## src/rtl/msrv32_lsu_bus_master.sv

```systemverilog
// Load/store bus master: turns one decoded load/store into a req/gnt/rvalid transaction.
// Optional bus-timeout watchdog enabled by defining MSRV32_LSU_TIMEOUT_EN.
module msrv32_lsu_bus_master #(
  parameter int unsigned TIMEOUT_CYCLES = 255
) (
  input  logic        clk_in,
  input  logic        rst_in,
  input  logic        mem_wr_req_in,
  input  logic        mem_rd_req_in,
  input  logic [1:0]  load_size_in,
  input  logic        load_unsigned_in,
  input  logic [31:0] addr_in,
  input  logic [31:0] store_data_in,
  output logic        dmem_req_out,
  output logic        dmem_we_out,
  output logic [31:0] dmem_addr_out,
  output logic [31:0] dmem_wdata_out,
  output logic [3:0]  dmem_wmask_out,
  input  logic        dmem_gnt_in,
  input  logic        dmem_rvalid_in,
  input  logic [31:0] dmem_rdata_in,
  output logic [31:0] load_data_out,
  output logic        lsu_busy_out,
  output logic        lsu_done_out,
  output logic        bus_err_out
);

  typedef enum logic [1:0] {IDLE, REQ, RESP, DONE} state_t;

  if (TIMEOUT_CYCLES == 0) begin : g_bad_timeout
    $error("TIMEOUT_CYCLES must be nonzero");
  end

  state_t     state;
  logic [1:0] size_q;
  logic [1:0] off_q;
  logic       uns_q;

  function automatic logic [3:0] store_mask(input logic [1:0] sz, input logic [1:0] off);
    case (sz)
      2'b00:   return 4'b0001 << off;
      2'b01:   return 4'b0011 << {off[1], 1'b0};
      default: return 4'b1111;
    endcase
  endfunction

  function automatic logic [31:0] store_wdata(input logic [1:0] sz, input logic [31:0] d);
    case (sz)
      2'b00:   return {4{d[7:0]}};
      2'b01:   return {2{d[15:0]}};
      default: return d;
    endcase
  endfunction

  // Misaligned halves still select lane off[1]; alignment is checked upstream.
  function automatic logic [31:0] load_format(input logic [31:0] rd, input logic [1:0] sz,
                                              input logic [1:0] off, input logic uns);
    logic [7:0]  b;
    logic [15:0] h;
    case (off)
      2'b00:   b = rd[7:0];
      2'b01:   b = rd[15:8];
      2'b10:   b = rd[23:16];
      default: b = rd[31:24];
    endcase
    h = off[1] ? rd[31:16] : rd[15:0];
    case (sz)
      2'b00:   return {{24{b[7] & ~uns}}, b};
      2'b01:   return {{16{h[15] & ~uns}}, h};
      default: return rd;
    endcase
  endfunction

`ifdef MSRV32_LSU_TIMEOUT_EN
  localparam int unsigned CNT_W = $clog2(TIMEOUT_CYCLES + 1);
  logic [CNT_W-1:0] cnt;
  logic             timeout_hit;
  assign timeout_hit = (cnt == CNT_W'(TIMEOUT_CYCLES - 1));
`else
  assign bus_err_out = 1'b0;
`endif

  always_ff @(posedge clk_in) begin
    if (rst_in) begin
      state          <= IDLE;
      size_q         <= 2'b00;
      off_q          <= 2'b00;
      uns_q          <= 1'b0;
      dmem_req_out   <= 1'b0;
      dmem_we_out    <= 1'b0;
      dmem_addr_out  <= 32'h0;
      dmem_wdata_out <= 32'h0;
      dmem_wmask_out <= 4'b0000;
      load_data_out  <= 32'h0;
      lsu_busy_out   <= 1'b0;
      lsu_done_out   <= 1'b0;
`ifdef MSRV32_LSU_TIMEOUT_EN
      bus_err_out    <= 1'b0;
      cnt            <= '0;
`endif
    end else begin
      lsu_done_out <= 1'b0;
`ifdef MSRV32_LSU_TIMEOUT_EN
      bus_err_out  <= 1'b0;
      cnt          <= (state == REQ || state == RESP) ? cnt + CNT_W'(1) : '0;
`endif
      case (state)
        IDLE: begin
          // Write wins when both requests arrive together.
          if (mem_wr_req_in || mem_rd_req_in) begin
            state          <= REQ;
            lsu_busy_out   <= 1'b1;
            dmem_req_out   <= 1'b1;
            dmem_we_out    <= mem_wr_req_in;
            dmem_addr_out  <= {addr_in[31:2], 2'b00};
            dmem_wdata_out <= store_wdata(load_size_in, store_data_in);
            dmem_wmask_out <= mem_wr_req_in ? store_mask(load_size_in, addr_in[1:0]) : 4'b0000;
            size_q         <= load_size_in;
            off_q          <= addr_in[1:0];
            uns_q          <= load_unsigned_in;
          end
        end
        REQ: begin
          if (dmem_gnt_in) begin
            dmem_req_out <= 1'b0;
            if (dmem_we_out) begin
              state        <= DONE;
              lsu_done_out <= 1'b1;
            end else begin
              state <= RESP;
            end
          end
`ifdef MSRV32_LSU_TIMEOUT_EN
          else if (timeout_hit) begin
            state        <= DONE;
            dmem_req_out <= 1'b0;
            lsu_done_out <= 1'b1;
            bus_err_out  <= 1'b1;
            if (!dmem_we_out) load_data_out <= 32'h0;
          end
`endif
        end
        RESP: begin
          if (dmem_rvalid_in) begin
            state         <= DONE;
            lsu_done_out  <= 1'b1;
            load_data_out <= load_format(dmem_rdata_in, size_q, off_q, uns_q);
          end
`ifdef MSRV32_LSU_TIMEOUT_EN
          else if (timeout_hit) begin
            state         <= DONE;
            lsu_done_out  <= 1'b1;
            bus_err_out   <= 1'b1;
            load_data_out <= 32'h0;
          end
`endif
        end
        default: begin
          state        <= IDLE;
          lsu_busy_out <= 1'b0;
        end
      endcase
    end
  end

endmodule

```

## config.mk

```make
export PLATFORM = sky130hd
export DESIGN_NAME = msrv32_lsu_bus_master
export DESIGN_NICKNAME = d
export VERILOG_FILES = /design/src/rtl/msrv32_lsu_bus_master.sv
export SDC_FILE = /design/constraint.sdc
export NUM_CORES = 1
export LEC_CHECK = 0
export ABC_AREA = 1
export CAP_MARGIN = 5
export CORE_UTILIZATION = 30
export DETAILED_ROUTE_END_ITERATION = 10
export GPL_TIMING_DRIVEN = 1
export REMOVE_ABC_BUFFERS = 1
export SYNTH_ARGS = -nofsm -noshare
export SYNTH_HDL_FRONTEND = slang
export SYNTH_SLANG_ARGS = --single-unit
```

## constraint.sdc

```tcl
create_clock -name clk_in -period 1.3 [get_ports clk_in]
set_input_delay 0.195 -clock clk_in [delete_from_list [all_inputs] [get_ports clk_in]]
set_output_delay 0.195 -clock clk_in [all_outputs]
set_load 0.01 [all_outputs]
```

==> impl_results.md, run 1 <==
* Post-route DRC at 0
* Clock Tree Root: clkbuf_16
* Seq/Total Area, Yosys at 44.9%
* Max rail drop VDD at 1.12 mV
* Hold Path Class: in2reg
* Worst-path clk slew at 0.07 ns
* Sw Ratio at 37.9%
* Clock power frac at 17.2%
* Final hold violation count at 0
* Post-DP HPWL at 11.7 mm
* Die area at 0.0167 mm2
* First-pass GRT wire length at 28.1 mm
* Gr usage total at 22.0%
* Initial antenna violation count at 1
* Max cap viols at 0
* CP required at 1.55 ns
* Most frequent cells in the layout: nand2_1 (140), dfxtp_1 (106), clkdlybuf4s50_1 (103)
* RSZ-0062 raised after global routing: yes
* Largest net degree at the start of global routing at 54
* Main synth FF type: dfxtp_1
* Worst-Skew Late Latency at 0.36 ns
* Clock Tree Buf Depth at 2
* Crit-path cells: inv_2, ha_4, inv_6, nor2_8, buf_12, inv_12, bufbuf_16, nor2_4, nor2_1
* Number of synthesized flops with an enable pin at 0
* Synthesized instance count at 711
* Routed wire length at 18.9 mm
* Commonest non-fill, non-tap cell in the layout: nand2_1
* Nets at 1,077
* Boundary Pins at 210
* Max incr delay on CP at 0.32 ns
* CTS Buf Count at 9
* Number of global-route vias before repair at 5,391
* Outcome: complete, but fails checks
* Hold Buf Count CTS at 0
* PortBufs at 206
* Register share of total power at 28.0%
* Pre-Repair DR Iteration Count at 5
* Critical path arrival at 1.75 ns
* Remaining antenna violation count after routing at 0
* CP Class: reg2reg
* Distinct cell type count after synthesis at 25
* CTS tree: yes
* Post-layout power at 17.8 mW
* Initial Util at 30.7%
* Cell Rows at 46
* Gpl congestion at 0.805
* Reported leakage power at 4.18 nW
* Sw power at 6.75 mW
* Crit share post-route at 115%
* Via/cell ratio at 4.83
* Seq cells post-synth at 109
* Htree depth at 3
* Clock sink total at 109
* Area Growth Syn to Fin at 84.1%
* Worst setup margin at -0.196 ns
* Placed Area at 0.00748 mm2
* Failing checks: setup timing
* Comb pwr share at 54.8%
* Pwr/cell area at 1990 mW/mm2
* F_max at 0.668 GHz
* Routed len/inst at 15.9 um
* Vias at 5,747
* Share of post-route cells with drive strength above 1 at 23.6%
* Final Cell Area at 0.00894 mm2
* Core area at 0.0158 mm2
* Finish-stage setup viols at 105
* Initial DRC count at 233
* Mean area per synthesized cell at 6.83 um2
* Crit-path slowest cell: dfxtp_2
* Die H at 129 um
* Grt ovf at 0
* Yosys warns at 0
* Pint at 11.0 mW
* Asr flop ratio synth at 0%
* Max-slew violations at 0
* Worst Setup Start Kind: register
* Die width at 129 um
* Final setup skew at 0.00852 ns
* CP max FO at 9
* Mapped cell area at 0.00486 mm2
* Crit. End Element: register
* Tmin final at 1.50 ns
-- stage by stage --
stage	util, %	hold WS [ns]	cells	setup slack [ns]	setup TNS, ns
5_1_grt	56.5	0.200	1189	-0.269	-19.29
2_1_floorplan	-	0.264	665	-1.00	-68.77
4_1_cts	54.7	0.155	1187	-0.148	-8.10
3_5_place_dp	47.3	0.452	1140	-0.338	-25.66
6_report	56.5	0.187	1189	-0.196	-11.55
3_3_place_gp	47.3	0.446	1140	-0.320	-23.20
-- Yosys cell counts (2+ instances only) --
cell type / n / area share [%]
nand2_1: 170 / 13
nor2_1: 111 / 8.6
dfxtp_1: 109 / 45
o21ai_0: 83 / 8.6
a21oi_1: 74 / 7.6
inv_1: 40 / 3.1
nand3_1: 33 / 3.4
clkbuf_1: 25 / 1.9
a31oi_1: 16 / 2.1
buf_2: 15 / 1.5
buf_4: 6 / 0.93
nor3_1: 6 / 0.62
ha_1: 4 / 1.0
inv_2: 3 / 0.23
nand3_2: 3 / 0.62
buf_1: 2 / 0.15
nor2_2: 2 / 0.26
o21ai_1: 2 / 0.21
-- kinds of logic after synthesis --
family / count (synthesis) / synth area share, %
fa+ha+maj: 4 / 1.03
simple gates: 327 / 27.1
other cells: 1 / 0.0772
buf+inv: 92 / 7.96
flops: 109 / 44.9
compound gates: 178 / 18.9
-- area by class of cell --
type	count	area, um2
antenna	1	2.50
clock buffer	9	225
clock inverter	6	96.3
fill	1476	6880
inverter	44	195
multi-input combinational	513	2830
sequential	109	2190
tap	216	270
timing repair buffer	291	3140
-- flip-flops by register name (all words and copies together), names as in the netlist, 2 cells and up --
| signal | count |
|---|---|
| dmem_addr_out | 30 |
| load_data_out | 32 |
| size_q | 2 |
| state | 2 |
| dmem_wmask_out | 4 |
| off_q | 2 |
| dmem_wdata_out | 32 |
-- power groups by stage --
| stage | combinational [mW] | clock, mW | sequential, mW |
|---|---|---|---|
| 2_1_floorplan | 2.52 | 0 | 5.40 |
| 3_3_place_gp | 6.94 | 0 | 4.94 |
| 3_5_place_dp | 7.00 | 0 | 4.94 |
| 4_1_cts | 9.17 | 3.12 | 4.92 |
| 5_1_grt | 10.5 | 3.22 | 5.09 |
| 6_report | 9.74 | 3.06 | 4.98 |
-- per-layer routing --
layer / vias up / GRT usage [%] / share of wire (%)
li1: 2838 / - / -
met4: 0 / 11.7 / 4.9
met5: - / 0 / 0
met2: 204 / 36.7 / 48
met1: 2645 / 26.9 / 42
met3: 60 / 4.13 / 5.3
-- worst max-delay path, delay by kind of cell, from the launching register on --
family                   cells  cell delay, ns
flip-flops                   1            0.32
buffers and inverters        5            0.59
AND/OR/NAND/NOR              3            0.31
adder cells (fa/ha/maj)      1            0.16
-- repair_timing --
action / 4_1_cts / 5_1_grt
setup buffers: 19 / 2
pin swaps: 23 / 14
resized for setup: 257 / 71
endpoints found under the setup margin: 207 / 108
gates cloned: 15 / 1
-- worst paths after layout --
| kind | start | endpoint | slack (ns) | cells past startpoint |
|---|---|---|---|---|
| min | rst_in | state[1]$_SDFFE_PP0P_ | 0.19 | 4 |
| max reg2reg | state[0]$_SDFFE_PP0P_ | dmem_addr_out[7]$_SDFFE_PP0P_ | -0.20 | 9 |
| max | state[0]$_SDFFE_PP0P_ | dmem_addr_out[7]$_SDFFE_PP0P_ | -0.20 | 9 |
| min reg2reg | dmem_wdata_out[17]$_SDFFE_PP0P_ | dmem_wdata_out[17]$_SDFFE_PP0P_ | 0.46 | 2 |
Note: power is estimated with default switching activity, not from simulation.
==> inputs of run 2 (changes only) <==
- GPL_ROUTABILITY_DRIVEN: unset -> 0
- MAX_ROUTING_LAYER: unset -> met4
==> impl_results.md, run 2 (synthesized netlist as in run 1, its figures left out) <==
* Outcome: complete, but fails checks
* Failing checks: setup timing
* R2r worst-path depth at 9 (unchanged)
* Gr busiest metal: met2
* Placed Cells at 1,140 (unchanged)
* Initial antenna violation count at 1 (unchanged)
* Critical path arrival at 1.75 ns (about the same)
* Worst-Skew Late Latency at 0.36 ns (about the same)
* CP max FO at 9 (unchanged)
* Pwr/cell area at 1990 mW/mm2 (+0.15%)
* Crit share post-route at 115% (-0.12 points)
* R2R setup slack at -0.19 ns (about the same)
* CP Class: reg2reg
* Routed len/inst at 16.0 um (+0.53%)
* Area Growth Syn to Fin at 84.1% (unchanged)
* Top flop regs: dmem_wdata_out: 32 flops, load_data_out: 32 flops, dmem_addr_out: 30 flops
* Die width at 129 um (unchanged)
* Final hold violation count at 0 (unchanged)
* Cell Rows at 46 (unchanged)
* Boundary Pins at 210 (unchanged)
* Via/cell ratio at 4.82 (-0.24%)
* Initial Util at 30.7% (unchanged)
* Clock Tree Buf Depth at 2 (unchanged)
* GR Util met2 at 36.7% (unchanged)
* GRT met1 Usage at 27.1% (+0.20 points)
* Worst-path clk slew at 0.07 ns (about the same)
* Pint at 11.0 mW (about the same)
* Final setup skew at 0.00861 ns (+0.0000861 ns)
* Post-layout power at 17.8 mW (+0.15%)
* Crit. End Element: register
* Routed wire length at 19.0 mm (+0.53%)
* Register share of total power at 28.0% (about the same)
* Htree depth at 3 (unchanged)
* Pre-Repair DR Iteration Count at 5 (unchanged)
* Clock sink total at 109 (unchanged)
* Initial DRC count at 247 (+6.0%)
* Post-route DRC at 0 (unchanged)
* Hold_sp: rst_in
* Worst setup margin at -0.195 ns (+0.00157 ns)
* Worst Setup Start Kind: register
* Remaining antenna violation count after routing at 0 (unchanged)
* Die area at 0.0167 mm2 (unchanged)
* Max-slew violations at 0 (unchanged)
* Clock power frac at 17.2% (about the same)
* Gr usage total at 22.7% (+0.69 points)
* Largest net degree at the start of global routing at 54 (unchanged)
* Sw Ratio at 38.0% (+0.094 points)
* Reported leakage power at 4.18 nW (unchanged)
* F_max at 0.669 GHz (+0.11%)
* Sw power at 6.78 mW (+0.40%)
* Comb pwr share at 54.8% (about the same)
* CP required at 1.55 ns (about the same)
* PortBufs at 206 (unchanged)
* RSZ-0062 raised after global routing: yes
* Hold Path Class: in2reg
* Share of post-route cells with drive strength above 1 at 23.6% (unchanged)
* Nets at 1,077 (unchanged)
* CTS tree: yes
* Post-place setup slack at -0.338 ns (unchanged)
* Clock Tree Root: clkbuf_16
* Hold path cells at 4 (unchanged)
* Die H at 129 um (unchanged)
* Max cap viols at 0 (unchanged)
* Worst flop-to-flop path startpoint: state[0]$_SDFFE_PP0P_
* Most frequent cells in the layout: nand2_1 (140), dfxtp_1 (106), clkdlybuf4s50_1 (103)
* M3 GR Usage at 3.84% (-0.29 points)
* Number of global-route vias before repair at 5,385 (-0.11%)
* Core area at 0.0158 mm2 (unchanged)
* Worst Hold End: state[1]$_SDFFE_PP0P_
* Worst reg2reg endpoint: dmem_addr_out[7]$_SDFFE_PP0P_
* Post-DP HPWL at 11.7 mm (unchanged)
* Final Non-Filler Cells at 1,189 (unchanged)
* Grt ovf at 0 (unchanged)
* First-pass GRT wire length at 28.1 mm (about the same)
* Commonest non-fill, non-tap cell in the layout: nand2_1
* Max rail drop VDD at 1.12 mV (-0.38%)
* Vias at 5,733 (-0.24%)
* Tmin final at 1.49 ns (-0.00157 ns)
* Worst hold slack at 0.185 ns (-0.00275 ns)
* Finish-stage setup viols at 105 (unchanged)
* CTS Buf Count at 9 (unchanged)
run 2: per-stage QoR:
stage               TNS (ns)  utilization (%)  instance area (um2)
finish                -11.80             56.5                 8940
global route          -19.27             56.5                 8940
CTS                    -8.10             54.7                 8660
detailed placement    -25.66             47.3                 7480
global placement      -23.20             47.3                 7480
floorplan             -68.77                -                 4640
run 2: worst max-delay path by stage:
stage,depth (start not counted),endpoint,from
global route,9,dmem_addr_out[7]$_SDFFE_PP0P_,state[0]$_SDFFE_PP0P_
finish,9,dmem_addr_out[7]$_SDFFE_PP0P_,state[0]$_SDFFE_PP0P_
detailed placement,7,dmem_wdata_out[31]$_SDFFE_PP0P_,mem_wr_req_in
global placement,7,dmem_wdata_out[31]$_SDFFE_PP0P_,mem_wr_req_in
CTS,9,dmem_addr_out[15]$_SDFFE_PP0P_,state[0]$_SDFFE_PP0P_
floorplan,6,load_data_out[6]$_SDFFE_PP0P_,state[0]$_SDFFE_PP0P_
run 2: power groups by stage:
stage                     combinational [mW]  clock (mW)  sequential [mW]
after floorplan                         2.52           0             5.40
after global placement                  6.94           0             4.94
after detailed placement                7.00           0             4.94
after CTS                               9.17        3.12             4.92
after global routing                    10.5        3.22             5.09
final                                   9.77        3.06             4.99
run 2: cell type report:
type / instances / area (um2)
fillers: 1476 / 6880
repair buffers: 291 / 3140
multi-input cells: 513 / 2830
flip-flops and latches: 109 / 2190
well taps: 216 / 270
clock buffers: 9 / 225
inverters: 44 / 195
clock inverters: 6 / 96.3
diodes: 1 / 2.50
run 2: worst max-delay path: stages (launching register included):
cell       delay (ns)
dfxtp_2          0.32
inv_2            0.08
ha_4             0.16
inv_6            0.05
nor2_8           0.17
buf_12           0.14
inv_12           0.04
bufbuf_16        0.28
nor2_4           0.09
nor2_1           0.05
run 2: repair_timing:
action | CTS | global route
gates resized for setup | 257 | 71
cloned | 15 | 1
endpoints found under the setup margin | 207 | 108
pin swaps | 23 | 14
buffers inserted | 19 | 2
hold buffers | 0 | 0
run 2: routing by layer:
| metal | up-vias | part of all wire [%] |
|---|---|---|
| met5 | - | 0 |
| met4 | 0 | 4.6 |
| met3 | 47 | 5.0 |
| met2 | 201 | 48 |
| met1 | 2652 | 43 |
| li1 | 2833 | - |
